<file path="src/rtl/shift_queue_if.sv">
// Handshake bundle for shift_queue: a command channel (operand + right-shift
// amount) flowing in, and a result channel flowing out, both valid/ready.
// Ports: in_valid/in_ready/in_data/in_amt (command), out_valid/out_ready/out_data (result).
// Modports: master = producer/consumer side, slave = the queue itself.
interface shift_queue_if #(
   parameter int WIDTH = 8,
   parameter int AMT_W = 3
);
   logic             in_valid;
   logic             in_ready;
   logic [WIDTH-1:0] in_data;
   logic [AMT_W-1:0] in_amt;
   logic             out_valid;
   logic             out_ready;
   logic [WIDTH-1:0] out_data;

   modport master (
      output in_valid, in_data, in_amt, out_ready,
      input  in_ready, out_valid, out_data
   );

   modport slave (
      input  in_valid, in_data, in_amt, out_ready,
      output in_ready, out_valid, out_data
   );
endinterface

</file>
<file path="src/rtl/shift_queue.sv">
// Purpose: DEPTH-entry FIFO of shift commands; the head is presented as
// operand >> amount (logical, zero-filled), zero when the queue is empty.
// Latency: a push into an empty queue is visible right after that edge; no bypass.
// Backpressure: in_ready depends only on occupancy (never on out_ready), so a
// full queue refuses a push even on an edge that also pops.
// Ports: clk, rst (synchronous, active-high), q (shift_queue_if.slave),
// count (occupancy, present only when SHIFT_QUEUE_COUNT_EN is defined).
// Parameters: WIDTH must equal 2**AMT_W; DEPTH is a power of two >= 2.
module shift_queue #(
   parameter int WIDTH = 8,
   parameter int AMT_W = 3,
   parameter int DEPTH = 4
) (
   input  logic                     clk,
   input  logic                     rst,
`ifdef SHIFT_QUEUE_COUNT_EN
   shift_queue_if.slave             q,
   output logic [$clog2(DEPTH):0]   count
`else
   shift_queue_if.slave             q
`endif
);

   localparam int PTR_W = $clog2(DEPTH);
   localparam logic [PTR_W:0] OCC_FULL = (PTR_W + 1)'(DEPTH);

   logic [WIDTH-1:0] data_mem [DEPTH];
   logic [AMT_W-1:0] amt_mem  [DEPTH];

   logic [PTR_W-1:0] wr_ptr;
   logic [PTR_W-1:0] rd_ptr;
   logic [PTR_W:0]   occ;

   logic do_push;
   logic do_pop;

   assign q.in_ready  = (occ != OCC_FULL);
   assign q.out_valid = (occ != '0);

   assign do_push = q.in_valid  && q.in_ready;
   assign do_pop  = q.out_valid && q.out_ready;

   // Shift is applied on the way out so storage only holds raw operands; the
   // result is forced to zero when nothing is queued.
   assign q.out_data = q.out_valid ? (data_mem[rd_ptr] >> amt_mem[rd_ptr]) : '0;

   // Pointers are exactly PTR_W bits wide, so +1 wraps modulo DEPTH for free.
   always_ff @(posedge clk) begin
      if (rst) begin
         wr_ptr <= '0;
         rd_ptr <= '0;
         occ    <= '0;
      end else begin
         if (do_push) wr_ptr <= wr_ptr + 1'b1;
         if (do_pop)  rd_ptr <= rd_ptr + 1'b1;
         case ({do_push, do_pop})
            2'b10:   occ <= occ + 1'b1;
            2'b01:   occ <= occ - 1'b1;
            default: occ <= occ;
         endcase
      end
   end

   // Storage is not reset; the occupancy counter alone defines what is valid.
   always_ff @(posedge clk) begin
      if (do_push && !rst) begin
         data_mem[wr_ptr] <= q.in_data;
         amt_mem[wr_ptr]  <= q.in_amt;
      end
   end

`ifdef SHIFT_QUEUE_COUNT_EN
   assign count = occ;
`endif

endmodule
</file>
<file path="src/flat_wrapper.sv">
// flat-port wrapper written by rule: the top's interface ports become plain ports
module shift_queue_flat 
#(
   parameter int WIDTH = 8,
   parameter int AMT_W = 3,
   parameter int DEPTH = 4
)
  (clk, rst, q_in_valid, q_in_data, q_in_amt, q_out_ready, q_in_ready, q_out_valid, q_out_data);
  shift_queue_if #(.WIDTH(WIDTH), .AMT_W(AMT_W)) q_i ();
  input  logic clk;
  input  logic rst;
  input wire logic [$bits(q_i.in_valid)-1:0] q_in_valid;
  input wire logic [$bits(q_i.in_data)-1:0] q_in_data;
  input wire logic [$bits(q_i.in_amt)-1:0] q_in_amt;
  input wire logic [$bits(q_i.out_ready)-1:0] q_out_ready;
  output wire logic [$bits(q_i.in_ready)-1:0] q_in_ready;
  output wire logic [$bits(q_i.out_valid)-1:0] q_out_valid;
  output wire logic [$bits(q_i.out_data)-1:0] q_out_data;
  assign q_i.in_valid = q_in_valid;
  assign q_i.in_data = q_in_data;
  assign q_i.in_amt = q_in_amt;
  assign q_i.out_ready = q_out_ready;
  assign q_in_ready = q_i.in_ready;
  assign q_out_valid = q_i.out_valid;
  assign q_out_data = q_i.out_data;
  shift_queue #(.WIDTH(WIDTH), .AMT_W(AMT_W), .DEPTH(DEPTH)) u_core (.clk(clk), .rst(rst), .q(q_i));
endmodule
</file>
<file path="config.mk">
export PLATFORM = sky130hd
export DESIGN_NAME = shift_queue_flat
export DESIGN_NICKNAME = d
export VERILOG_FILES = /design/src/rtl/shift_queue_if.sv /design/src/rtl/shift_queue.sv /design/src/flat_wrapper.sv
export SDC_FILE = /design/constraint.sdc
export NUM_CORES = 1
export LEC_CHECK = 0
export CAP_MARGIN = 20
export CORE_MARGIN = 1
export CORE_UTILIZATION = 55
export DETAILED_ROUTE_END_ITERATION = 6
export PLACE_DENSITY_LB_ADDON = 0.1
export SYNTH_ARGS = -nofsm -noshare
export SYNTH_HDL_FRONTEND = slang
export SYNTH_SLANG_ARGS = --single-unit
</file>
<file path="constraint.sdc">
create_clock -name clk -period 2.9 [get_ports clk]
set_input_delay 0.29 -clock clk [delete_from_list [all_inputs] [get_ports clk]]
set_output_delay 0.29 -clock clk [all_outputs]
set_load 0.01 [all_outputs]
</file>
; ---- Yosys cells after proc, flatten, opt, wreduce, memory -nomap -nowiden
; Memory sizes are Yosys's and may differ from the RTL's. A register that Yosys moved wholly into a read port is not among the register bits.
; Cells that the tools add are included.
[totals]
n_memories = 2
output_inout_bits = 10
wordCells = 27
mem_bits_ro = 0
inputBits = 15
latch_bits = 0
register_bits = 7
ramBits = 44
[mem_list]
columns = name, words, width, rd, rd_ports_with_merged_regs, write_ports, line_no
row1 = u_core.data_mem, 4, 8, 1, 1, 1, shift_queue.sv:27  ; logic [WIDTH-1:0] data_mem [DEPTH];
row2 = u_core.amt_mem, 4, 3, 1, 1, 1, shift_queue.sv:28  ; logic [AMT_W-1:0] amt_mem [DEPTH];
[classes]
n_addsub = 4
order_cmp = 0
n_reduce_logical = 6
eq_ne = 3
shift = 1
muxes = 8
multipliers = 0
n_bitwise = 0
div = 0
[op_table]
columns = operator, n
row1 = $mux 2, 4
row2 = $mux 8, 1
row3 = $shr 8x3->8, 1
row4 = $pmux 3 s2, 1
row5 = $add 2x1->2 const B, 2
row6 = $add 3x1->3 const B, 1
row7 = $logic_and 1x1->1, 3
row8 = $ne 3x3->1 const B, 1
row9 = $reduce_bool 3->1, 1
row10 = $sub 3x1->3 const B, 1
row11 = $eq 2x1->1 const B, 1
row12 = $eq 2x2->1 const B, 1
row13 = $mux 1, 2
row14 = $reduce_bool 2->1, 1
row15 = $logic_not 1->1, 1

; ---- Longest topological paths before layout
[depth]
depth_word = 5
depth_mapped = 9
ltp_nobuf = 9

; ---- Worst setup path before layout
; No wires, ideal clock.
[synth_path]
path_kind = register to register
startpoint = reg u_core.occ[0]
endpoint = reg u_core.occ[2]
setup_ns = 0.070
synth_period_minus_slack_ns = 2.228
path_buffers = 0
setup_slack_ns = 0.672
stages_incl_launch_ff = 9
t_arrival_ns = 2.158
required_ns = 2.830
cell_sequence = dfxtp_1 or3b_2 nand2_1 ha_1 inv_1 fa_1 xor2_1 or3_1 a21oi_1
[synth_between]
elab_chain_cells = 4
word_cells_on_any_way = 10
classes_between = add/sub: 2 / eq/ne: 3 / mux: 1 / reduce/logical: 4
[synth_rtl]
columns = element, line_no
row1 = "start, declared", shift_queue.sv:32  ; logic [PTR_W:0] occ;
row2 = "start signal, assigned", shift_queue.sv:57  ; 2'b10: occ <= occ + 1'b1;
row3 = "start signal, assigned", shift_queue.sv:58  ; 2'b01: occ <= occ - 1'b1;
row4 = $ne 3x3->1 (*), shift_queue.sv:37  ; assign q.in_ready = (occ != OCC_FULL);
row5 = via q_in_ready, flat_wrapper.sv:16  ; output wire logic [$bits(q_i.in_ready)-1:0] q_in_ready;
row6 = $logic_and 1x1->1 (*), shift_queue.sv:40  ; assign do_push = q.in_valid && q.in_ready;
row7 = $eq 2x1->1 / $eq 2x2->1 (equally long branches), shift_queue.sv:56  ; case ({do_push, do_pop})
row8 = $pmux 3 s2 / $reduce_bool 2->1 (equally long branches), n/a
; The timed path passes the listed nets; every way through them passes the cells marked *.
; A chain may end at the register's enable or synchronous reset.

==> results.txt <==
- Run status: finished clean
- On the final layout, the worst clock skew is 0.00270 ns.
- CTS tree: built
- The min-delay analysis places its worst path in the category flop to flop.
- Slew margin rel.: 57.9%
* Detailed placer's ending HPWL: 2.93 mm
- The count of nets left with antenna violations once routing finished came out at 0.
- STA classifies the critical path endpoint as an output pin.
- The core region is 0.00403 mm².
- Maximum fanout along the worst path: 5
* Clk sinks: 53
* Endpoint of the worst hold path: u_core.wr_ptr[1]$_SDFFE_PP0N_
- Hold buffer count at CTS: 0
- In the final routed layout, each cell accounts on average for 18.9 µm.
* Seq cells post-synth: 53
- The tool flagged a number of max-cap violations equal to 0.
* Fraction of final layout cells sized beyond drive strength 1: 19.0%
* Final design area excluding fillers: 0.00279 mm²
- Die Outline Area: 0.00448 mm²
- 25 I/O pins were placed.
- Counting the fill cells in the layout gives 269.
- Depth of the worst register-to-register path: 9
- Data on the critical path is required at its endpoint by 2.61 ns.
* Via-to-Cell Ratio: 5.77
- The die is 66.9 µm tall.
- The critical path is of the flop to output pin type.
- The first global-routing pass estimated 6.78 mm of wire.
* Number of failing hold endpoints at the final stage: 0
- Pin count of the biggest net entering global routing: 17
- Endpoint of the most critical register-to-register path: u_core.occ[1]$_SDFFE_PP0P_
- Initial Utilization: 57.6%
* Syn avg cell area: 16.3 µm²
* Clock insertion delay at the later pin of the skew report: 0.29 ns
* Power density relative to cell area: 876 mW/mm²
- Crit path max-delay cell type: sky130_fd_sc_hd__mux4_1
- Crit path max-delay family: multiplexers
- Final setup violation count: 0
- Instance count along the most critical hold path: 2
* Count of port buffers added during placement: 24
- The initial antenna violation count came to 0.
* Share of the clock period used by the worst path: 96.9%
- Unrepaired setup endpoints after global routing: no
* Clock tree root driver cell: sky130_fd_sc_hd__clkbuf_8
- Antenna diode count: 0
- WP buf/inv: 3
- The via count of the first global-routing pass is 1371.
- The startpoint identified for the worst register-to-register timing path is u_core.occ[0]$_SDFFE_PP0P_.
* Total number of vias: 1322
- During synthesis, Yosys emitted a total of 0 warnings.
- Data arrival time of the worst path: 2.52 ns
- The congestion estimate from routability-driven global placement came to 0.948.
- Across the VDD grid, the largest voltage drop is 0.447 mV.
* Critical path, cell by cell: buf_6 -> buf_4 -> mux4_1 -> mux2_2 -> a22oi_1 -> o21ai_0 -> dlygate4sd2_1
* Crit start category: flop
- Clock period minus worst slack: 2.81 ns
- Maximum operating frequency: 356 MHz
* Gate Count Post-Synth: 142
- For this run, design rule violations remaining after detail routing come to 0.
- Final Core Density: 69.3%
- Relative to the synthesized area, the layout overhead comes to 20.3%.
- Synthesis instantiated 29 different standard cells from the library.
- After global routing the overflow that remains totals 0.
* Aggregate negative setup slack: 0 ns
* Number of search-and-repair iterations in the first detailed-routing pass: 4
* Leakage Power: 0.00102 µW
* Site row count: 23
- The worst hold path begins at u_core.wr_ptr[1]$_SDFFE_PP0N_.
- For this run, the total global-route usage over all layers was measured as 21.9%.
- The die is 66.9 µm wide.
- The setup check on the worst reg-to-reg path leaves a slack of 0.52 ns.
- Synth Net Count: 163
- Largest stage delay on the critical path: 0.58 ns
* CTS clk-pin slew, worst paths: 0.09 ns
* Transition at the pin with the smallest max-transition slack: 0.631 ns
- The max-slew violation count was 0.
* Part of the Yosys area used for sequential elements: 64.7%
- Number of levels in the clock H-tree: 2
- Buffers inserted during clock tree synthesis total 5.
- Synthesized cell area: 0.00232 mm²
* Number of DRC violations after detailed-routing iteration 0: 84
* CTS Buffer Depth: 2
- At the end of the flow, the number of nets in the layout was 199.
- Final wirelength: 4.33 mm
- Summing all placed instances gives a cell area of 0.00262 mm².
-- layout by cell type (no fill, tap or decap), types with 2 or more instances in the layout --
cell type	instances
sky130_fd_sc_hd__or3_1	2
sky130_fd_sc_hd__dfxtp_1	8
sky130_fd_sc_hd__mux4_2	5
sky130_fd_sc_hd__nand3_1	3
sky130_fd_sc_hd__and2_1	5
sky130_fd_sc_hd__nand2_1	5
sky130_fd_sc_hd__dlymetal6s2s_1	2
sky130_fd_sc_hd__dlygate4sd2_1	5
sky130_fd_sc_hd__buf_4	9
sky130_fd_sc_hd__mux2_2	7
sky130_fd_sc_hd__xor2_1	3
sky130_fd_sc_hd__a22oi_1	3
sky130_fd_sc_hd__edfxtp_1	44
sky130_fd_sc_hd__inv_1	6
sky130_fd_sc_hd__clkbuf_8	5
sky130_fd_sc_hd__o21ai_0	4
sky130_fd_sc_hd__ha_1	5
sky130_fd_sc_hd__nor2_1	11
sky130_fd_sc_hd__a21oi_1	3
sky130_fd_sc_hd__clkdlybuf4s50_1	16
sky130_fd_sc_hd__mux4_1	6
sky130_fd_sc_hd__xnor2_1	2
sky130_fd_sc_hd__nor3_1	3
sky130_fd_sc_hd__bufinv_16	2
sky130_fd_sc_hd__mux2i_1	3
-- cell families (layout without fill, tap and decap cells) --
kind of cell | count (synthesis) | count (layout) | synth area share [%]
flip-flops | 53 | 53 | 64.7
AND/OR/NAND/NOR | 34 | 34 | 7.39
multiplexers | 21 | 21 | 16.7
AO/OA/AOI/OAI | 12 | 12 | 3.24
buffers and inverters | 11 | 48 | 2.53
adder cells (fa/ha/maj) | 6 | 6 | 3.56
XOR/XNOR | 5 | 5 | 1.89
-- how the worst max path moves through the flow --
stage / startpoint / endpoint / slack (ns) / cells past startpoint
global route: flop / q_out_data[1] / 0.01 / 7
floorplan: u_core.occ[0]$_SDFFE_PP0P_ / u_core.occ[2]$_SDFFE_PP0P_ / 0.67 / 8
global placement: flop / q_out_data[0] / 0.25 / 6
CTS: flop / q_out_data[7] / 0.008 / 6
detailed placement: flop / q_out_data[1] / 0.15 / 7
finish: flop / q_out_data[1] / 0.09 / 7
-- Yosys cell counts (all sizes together) --
| cell | number | area share, % |
|---|---|---|
| mux4 | 11 | 12 |
| or3b | 1 | 0.38 |
| ha | 5 | 2.7 |
| or4b | 1 | 0.43 |
| nor3 | 4 | 0.86 |
| xor2 | 3 | 1.1 |
| a22oi | 3 | 0.97 |
| a21oi | 3 | 0.65 |
| a2bb2oi | 1 | 0.38 |
| o21ai | 4 | 0.86 |
| nor2 | 11 | 1.8 |
| inv | 6 | 0.97 |
| and2 | 5 | 1.3 |
| mux2 | 7 | 3.4 |
| nand2b | 1 | 0.27 |
| buf | 4 | 1.4 |
| edfxtp | 44 | 57 |
| dfxtp | 9 | 7.8 |
| o22a | 1 | 0.38 |
| or3 | 2 | 0.54 |
| mux2i | 3 | 1.3 |
| clkbuf | 1 | 0.16 |
| nand3 | 3 | 0.65 |
| fa | 1 | 0.86 |
| nand2 | 5 | 0.81 |
| xnor2 | 2 | 0.76 |
| nor3b | 1 | 0.32 |
-- worst min-delay path, cell delays in order (launching register included) --
cell and delay [ns]:
sky130_fd_sc_hd__dfxtp_1 0.34, sky130_fd_sc_hd__nand2_1 0.06, sky130_fd_sc_hd__a21oi_1 0.06
-- registers in the layout, summed over array words and instances (netlist names), named ones only --
signal / flops
u_core.rd_ptr: 2
u_core.amt_mem: 12
u_core.data_mem: 32
u_core.wr_ptr: 2
u_core.occ: 3
-- what timing repair did --
action / CTS / global route
gates resized for setup: 9 / 7
setup buffers: 5 / 0
setup endpoints to repair: 7 / 6
-- routing by layer --
| metal | vias to the layer above | track usage, % | part of all wire, % |
|---|---|---|---|
| met5 | - | 0 | 0 |
| met4 | 0 | 8.78 | 1.4 |
| met3 | 8 | 6.34 | 5.0 |
| met2 | 52 | 35.4 | 50 |
| met1 | 645 | 27.6 | 43 |
| li1 | 617 | - | - |
-- metrics by stage --
stage	worst slack [ns]	std cells	hold slack [ns]	total power, µW
2_1_floorplan	0.672	142	0.389	1540
3_3_place_gp	0.254	216	0.478	1800
3_5_place_dp	0.154	216	0.497	1850
4_1_cts	0.00794	229	0.511	2430
5_1_grt	0.0110	229	0.572	2560
6_report	0.0892	229	0.507	2450
-- cell type report --
cell class,count,area [µm²],area share (%)
flip-flops and latches,53,1500,53.8
clock inverters,3,65.1,2.33
clock buffers,5,68.8,2.47
repair buffers,34,313,11.2
inverters,6,22.5,0.807
multi-input cells,78,757,27.1
well taps,50,62.6,2.24
-- report_power, final --
part           switching [µW]  internal (µW)
Sequential               51.9            902
Combinational             471            450
Clock                     229            343
(Power assumes the default switching activity.)
==> RTL edit 1 (same settings) <==
Make the reset (`rst`) asynchronous in one clocked block.
--- a/src/rtl/shift_queue.sv
+++ b/src/rtl/shift_queue.sv
@@ -45,7 +45,7 @@
    assign q.out_data = q.out_valid ? (data_mem[rd_ptr] >> amt_mem[rd_ptr]) : '0;
 
    // Pointers are exactly PTR_W bits wide, so +1 wraps modulo DEPTH for free.
-   always_ff @(posedge clk) begin
+   always_ff @(posedge clk or posedge rst) begin
       if (rst) begin
          wr_ptr <= '0;
          rd_ptr <= '0;
Formal check against the unedited RTL: differs if rst is asserted again (counterexample within 4 cycles, from zero or initial values and one cycle with rst high); with rst held inactive, the same outputs for 10 cycles.
==> RTL edit 1 against the unedited design <==
- worst hold slack got worse by 0.25 ns
- maximum frequency is 0.70% higher
- sequential cell count shrank 2
- worst setup slack improved by 0.020 ns
- clock power is 1% lower
- synthesized area down 1.8%
- final area decreased by 1.0%
- non-clock buffer count decreased by 4
- die area fell by 1.7%
- clock skew is 0.0036 ns higher
- routed wire length fell by 5.1%
- total power increased by 19%
- critical path type unchanged
- highest routed layer unchanged
==> RTL edit 1: results (changes against the unedited design) <==
| Metric | Value |
|---|---|
| Outcome | `finished, final reports clean (unchanged)` |
| Hold crit path type | `in2async (was reg2reg)` |
| Final Wtd Congestion | `0.916 (was 0.948)` |
| Comb pwr share | `45.9% (was 37.6%)` |
| Synth unique cells | `30 (was 29)` |
| Sequential share of the synthesized area | `65.7% (was 64.7%)` |
| Wire length on met3 | `248 um (was 217 um)` |
| Number of post-CTS setup repair buffers | `0 (was 5)` |
| Top cells by count, synth | `edfxtp_1, mux4_2, dfrtp_1 (was edfxtp_1, nor2_1, dfxtp_1)` |
| Leakage power | `0.00106 uW (was 0.00102 uW)` |
| CP arrival | `2.50 ns (was 2.52 ns)` |
| M1 GR Usage | `27.9% (was 27.6%)` |
| CTS resizes | `5 (was 9)` |
| Routed via count | `1247 (was 1322)` |
| Relative slew margins | `54.8% (was 57.9%)` |
| Crit-path max FO | `11 (was 5)` |
| Setup Skew | `0.00627 ns (was 0.00270 ns)` |
| Async set or reset register ratio after synthesis | `13.7% (was 0%)` |
| Met3 Usage GRT | `4.66% (was 6.34%)` |
| First-pass GRT wire length | `6350 um (was 6780 um)` |
| Fraction of layout instances using a drive strength above 1 | `19.5% (was 19.0%)` |
| Iteration-0 DRC count of the detailed router | `150 (was 84)` |
| Avg WL per Cell | `19.2 um (was 18.9 um)` |
| Worst r2r src | `u_core.occ[0] (unchanged)` |
| Comb group | `1340 uW (was 921 uW)` |
| Peak VDD IR | `496 uV (was 447 uV)` |
| Syn nets | `151 (was 163)` |
| Switching power | `962 uW (was 752 uW)` |
| WL met2 | `2020 um (was 2180 um)` |
| Total GRT Usage | `21.0% (was 21.9%)` |
| Sequential power share | `34.7% (was 39.0%)` |
[RTL edit 1: path summary, 6_finish.rpt]
check	end	slack [ns]	depth (start not counted)
min in group clk	u_core.occ[2]	0.52	1
setup reg to reg	u_core.occ[2]	0.58	9
hold reg to reg	u_core.occ[2]	0.52	1
hold / removal	u_core.wr_ptr[1]	0.26	2
max in group asynchronous	u_core.rd_ptr[0]	2.39	2
setup / recovery	q_out_data[7]	0.11	5
[RTL edit 1: cell type report]
type,count,area [um2]
inverter,7,26.3
multi-input combinational,68,731
fill,260,1240
tap,50,62.6
timing repair buffer,30,308
clock buffer,5,68.8
clock inverter,3,67.6
sequential,51,1500
[RTL edit 1: metrics by stage]
stage / util (%) / setup TNS, ns / std cells / setup slack, ns
6_report: 69.1 / 0 / 214 / 0.109
5_1_grt: 69.1 / -0.0000990 / 214 / -0.0000990
4_1_cts: 67.9 / 0 / 211 / 0.00838
3_5_place_dp: 64.3 / 0 / 203 / 0.235
3_3_place_gp: 64.3 / 0 / 203 / 0.309
2_1_floorplan: - / 0 / 130 / 0.838
[RTL edit 1: cell families (layout without fill, tap and decap cells)]
logic type                 after synthesis  after routing  share of synthesized area [%]
DFF                                     51             51                           65.7
and+or+nand+nor                         25             25                           6.32
muxes                                   23             23                           17.1
buffers and inverters                   11             45                           2.58
AOI/OAI and AO/OA                        8              8                           2.42
adders and majority gates                6              6                           3.62
xor gates and xnor gates                 6              6                           2.31
[RTL edit 1: worst max-delay path: stages, from the launching register on]
cell and delay [ns]:
dfrtp_2 0.42, buf_8 0.18, mux4_2 0.57, or3_1 0.36, nor2_1 0.12, clkdlybuf4s50_1 0.55
==> RTL edit 2 (same settings) <==
Made on the original files. `AMT_W` is set to 3 in 3 places; all go to 6.
--- a/src/rtl/shift_queue_if.sv
+++ b/src/rtl/shift_queue_if.sv
@@ -4,7 +4,7 @@
 // Modports: master = producer/consumer side, slave = the queue itself.
 interface shift_queue_if #(
    parameter int WIDTH = 8,
-   parameter int AMT_W = 3
+   parameter int AMT_W = 6
 );
    logic             in_valid;
    logic             in_ready;
--- a/src/rtl/shift_queue.sv
+++ b/src/rtl/shift_queue.sv
@@ -8,7 +8,7 @@
 // Parameters: WIDTH must equal 2**AMT_W; DEPTH is a power of two >= 2.
 module shift_queue #(
    parameter int WIDTH = 8,
-   parameter int AMT_W = 3,
+   parameter int AMT_W = 6,
    parameter int DEPTH = 4
 ) (
    input  logic                     clk,
--- a/src/flat_wrapper.sv
+++ b/src/flat_wrapper.sv
@@ -2,7 +2,7 @@
 module shift_queue_flat 
 #(
    parameter int WIDTH = 8,
-   parameter int AMT_W = 3,
+   parameter int AMT_W = 6,
    parameter int DEPTH = 4
 )
   (clk, rst, q_in_valid, q_in_data, q_in_amt, q_out_ready, q_in_ready, q_out_valid, q_out_data);
Ports: changed (resized q_in_amt); port bits go from 25 to 28. No check against the original RTL was run, so the function may have changed too.
==> RTL edit 2 against the unedited design <==
- clock power grew 17%
- maximum frequency fell by 0.42%
- final area increased by 20%
- critical path depth is the same
- routed wire length increased by 12%
- worst setup slack worse by 0.012 ns
- synthesized area increased by 21%
- non-clock buffer count rose by 4
- total power is 9.1% higher
- sequential cell count is 12 higher
- worst hold slack barely moved
- largest cell class unchanged
==> RTL edit 2: results (changes against the unedited design) <==
| Metric | Value |
|---|---|
| Outcome | `finished, final reports clean (unchanged)` |
| Top Registers | `u_core.data_mem x32, u_core.amt_mem x24, u_core.occ x3 (was u_core.data_mem x32, u_core.amt_mem x12, u_core.occ x3)` |
| H-Tree Depth | `3 (was 2)` |
| P_int | `1850 uW (was 1690 uW)` |
| Clk_lat worst skew | `0.34 ns (was 0.29 ns)` |
| Leakage power | `0.00117 uW (was 0.00102 uW)` |
| Synth unique cells | `39 (was 29)` |
| First-pass GRT wire length | `7810 um (was 6780 um)` |
| Via/cell ratio | `5.54 (was 5.77)` |
| Port bufs | `27 (was 24)` |
| Fillers | `347 (was 269)` |
| Post-DP HPWL | `3350 um (was 2930 um)` |
| Hold_ws | `0.507 ns (about the same)` |
| Ranking of synthesized cells by area | `edfxtp_1, mux4_1, dfxtp_1 (unchanged)` |
| M1 GR Usage | `26.8% (was 27.6%)` |
| Post-Synth XOR/XNOR Area | `1.56% (was 1.89%)` |
| Met3 Usage GRT | `5.08% (was 6.34%)` |
| # nets final | `234 (was 199)` |
| Largest net degree at the start of global routing | `16 (was 17)` |
| Actual slew at the worst max-slew pin | `0.785 ns (was 0.631 ns)` |
| Met1 wire length | `2110 um (was 1870 um)` |
| Total GRT Usage | `20.7% (was 21.9%)` |
| Crit-path max FO | `8 (was 5)` |
| Iteration-0 DRC count of the detailed router | `109 (was 84)` |
| Compound-cell area share of the yosys netlist | `4.36% (was 3.24%)` |
## RTL edit 2: cell types whose count changed in the layout (fill, tap and decap cells not counted), sizes merged, moves of 4 or more
cell    change
edfxtp     +12
mux2        -5
inv         +4
nor2b       +4
## RTL edit 2: layout make-up
type                            count  area share [%]
Tap cell                           67            2.49
Multi-Input combinational cell     88            25.5
Sequential cell                    65            55.4
Clock inverter                      7            1.60
Inverter                            8           0.893
Clock buffer                        9            3.68
Timing Repair Buffer               38            10.4
## RTL edit 2: power groups by stage
stage	Combinational [uW]	Sequential (uW)	Clock, uW
finish	842	1160	669
global route	924	1170	719
CTS	845	1160	685
detailed placement	798	1180	0
global placement	783	1170	0
floorplan	615	1150	0
## RTL edit 2: critical path, stage by stage, from the launching register on
cell and delay (ns):
dfxtp_2 0.35, buf_6 0.15, buf_4 0.12, mux4_2 0.54
nor2b_1 0.15, a2111oi_0 0.45, nor4_1 0.12, dlygate4sd2_1 0.31
## RTL edit 2: worst paths after layout
path                          from          endpoint
setup / recovery         flip-flop     q_out_data[1]
hold / removal    u_core.wr_ptr[1]  u_core.wr_ptr[1]
setup reg to reg     u_core.occ[2]     u_core.occ[2]
hold reg to reg   u_core.wr_ptr[1]  u_core.wr_ptr[1]
## RTL edit 2: what timing repair did
| action | in CTS | in global routing |
|---|---|---|
| resized for setup | 15 | 0 |
| buffers inserted | 6 | 0 |
| hold endpoints to repair | 0 | 0 |
| pin swaps | 1 | 1 |
| endpoints found under the setup margin | 8 | 3 |
| cloned | 0 | 0 |
## RTL edit 2: metrics by stage
step | utilization (%) | cells
final | 69.8 | 282
after global routing | 69.8 | 282
after CTS | 69.8 | 282
after detailed placement | 65.4 | 260
after global placement | 65.4 | 260
after floorplan | - | 168
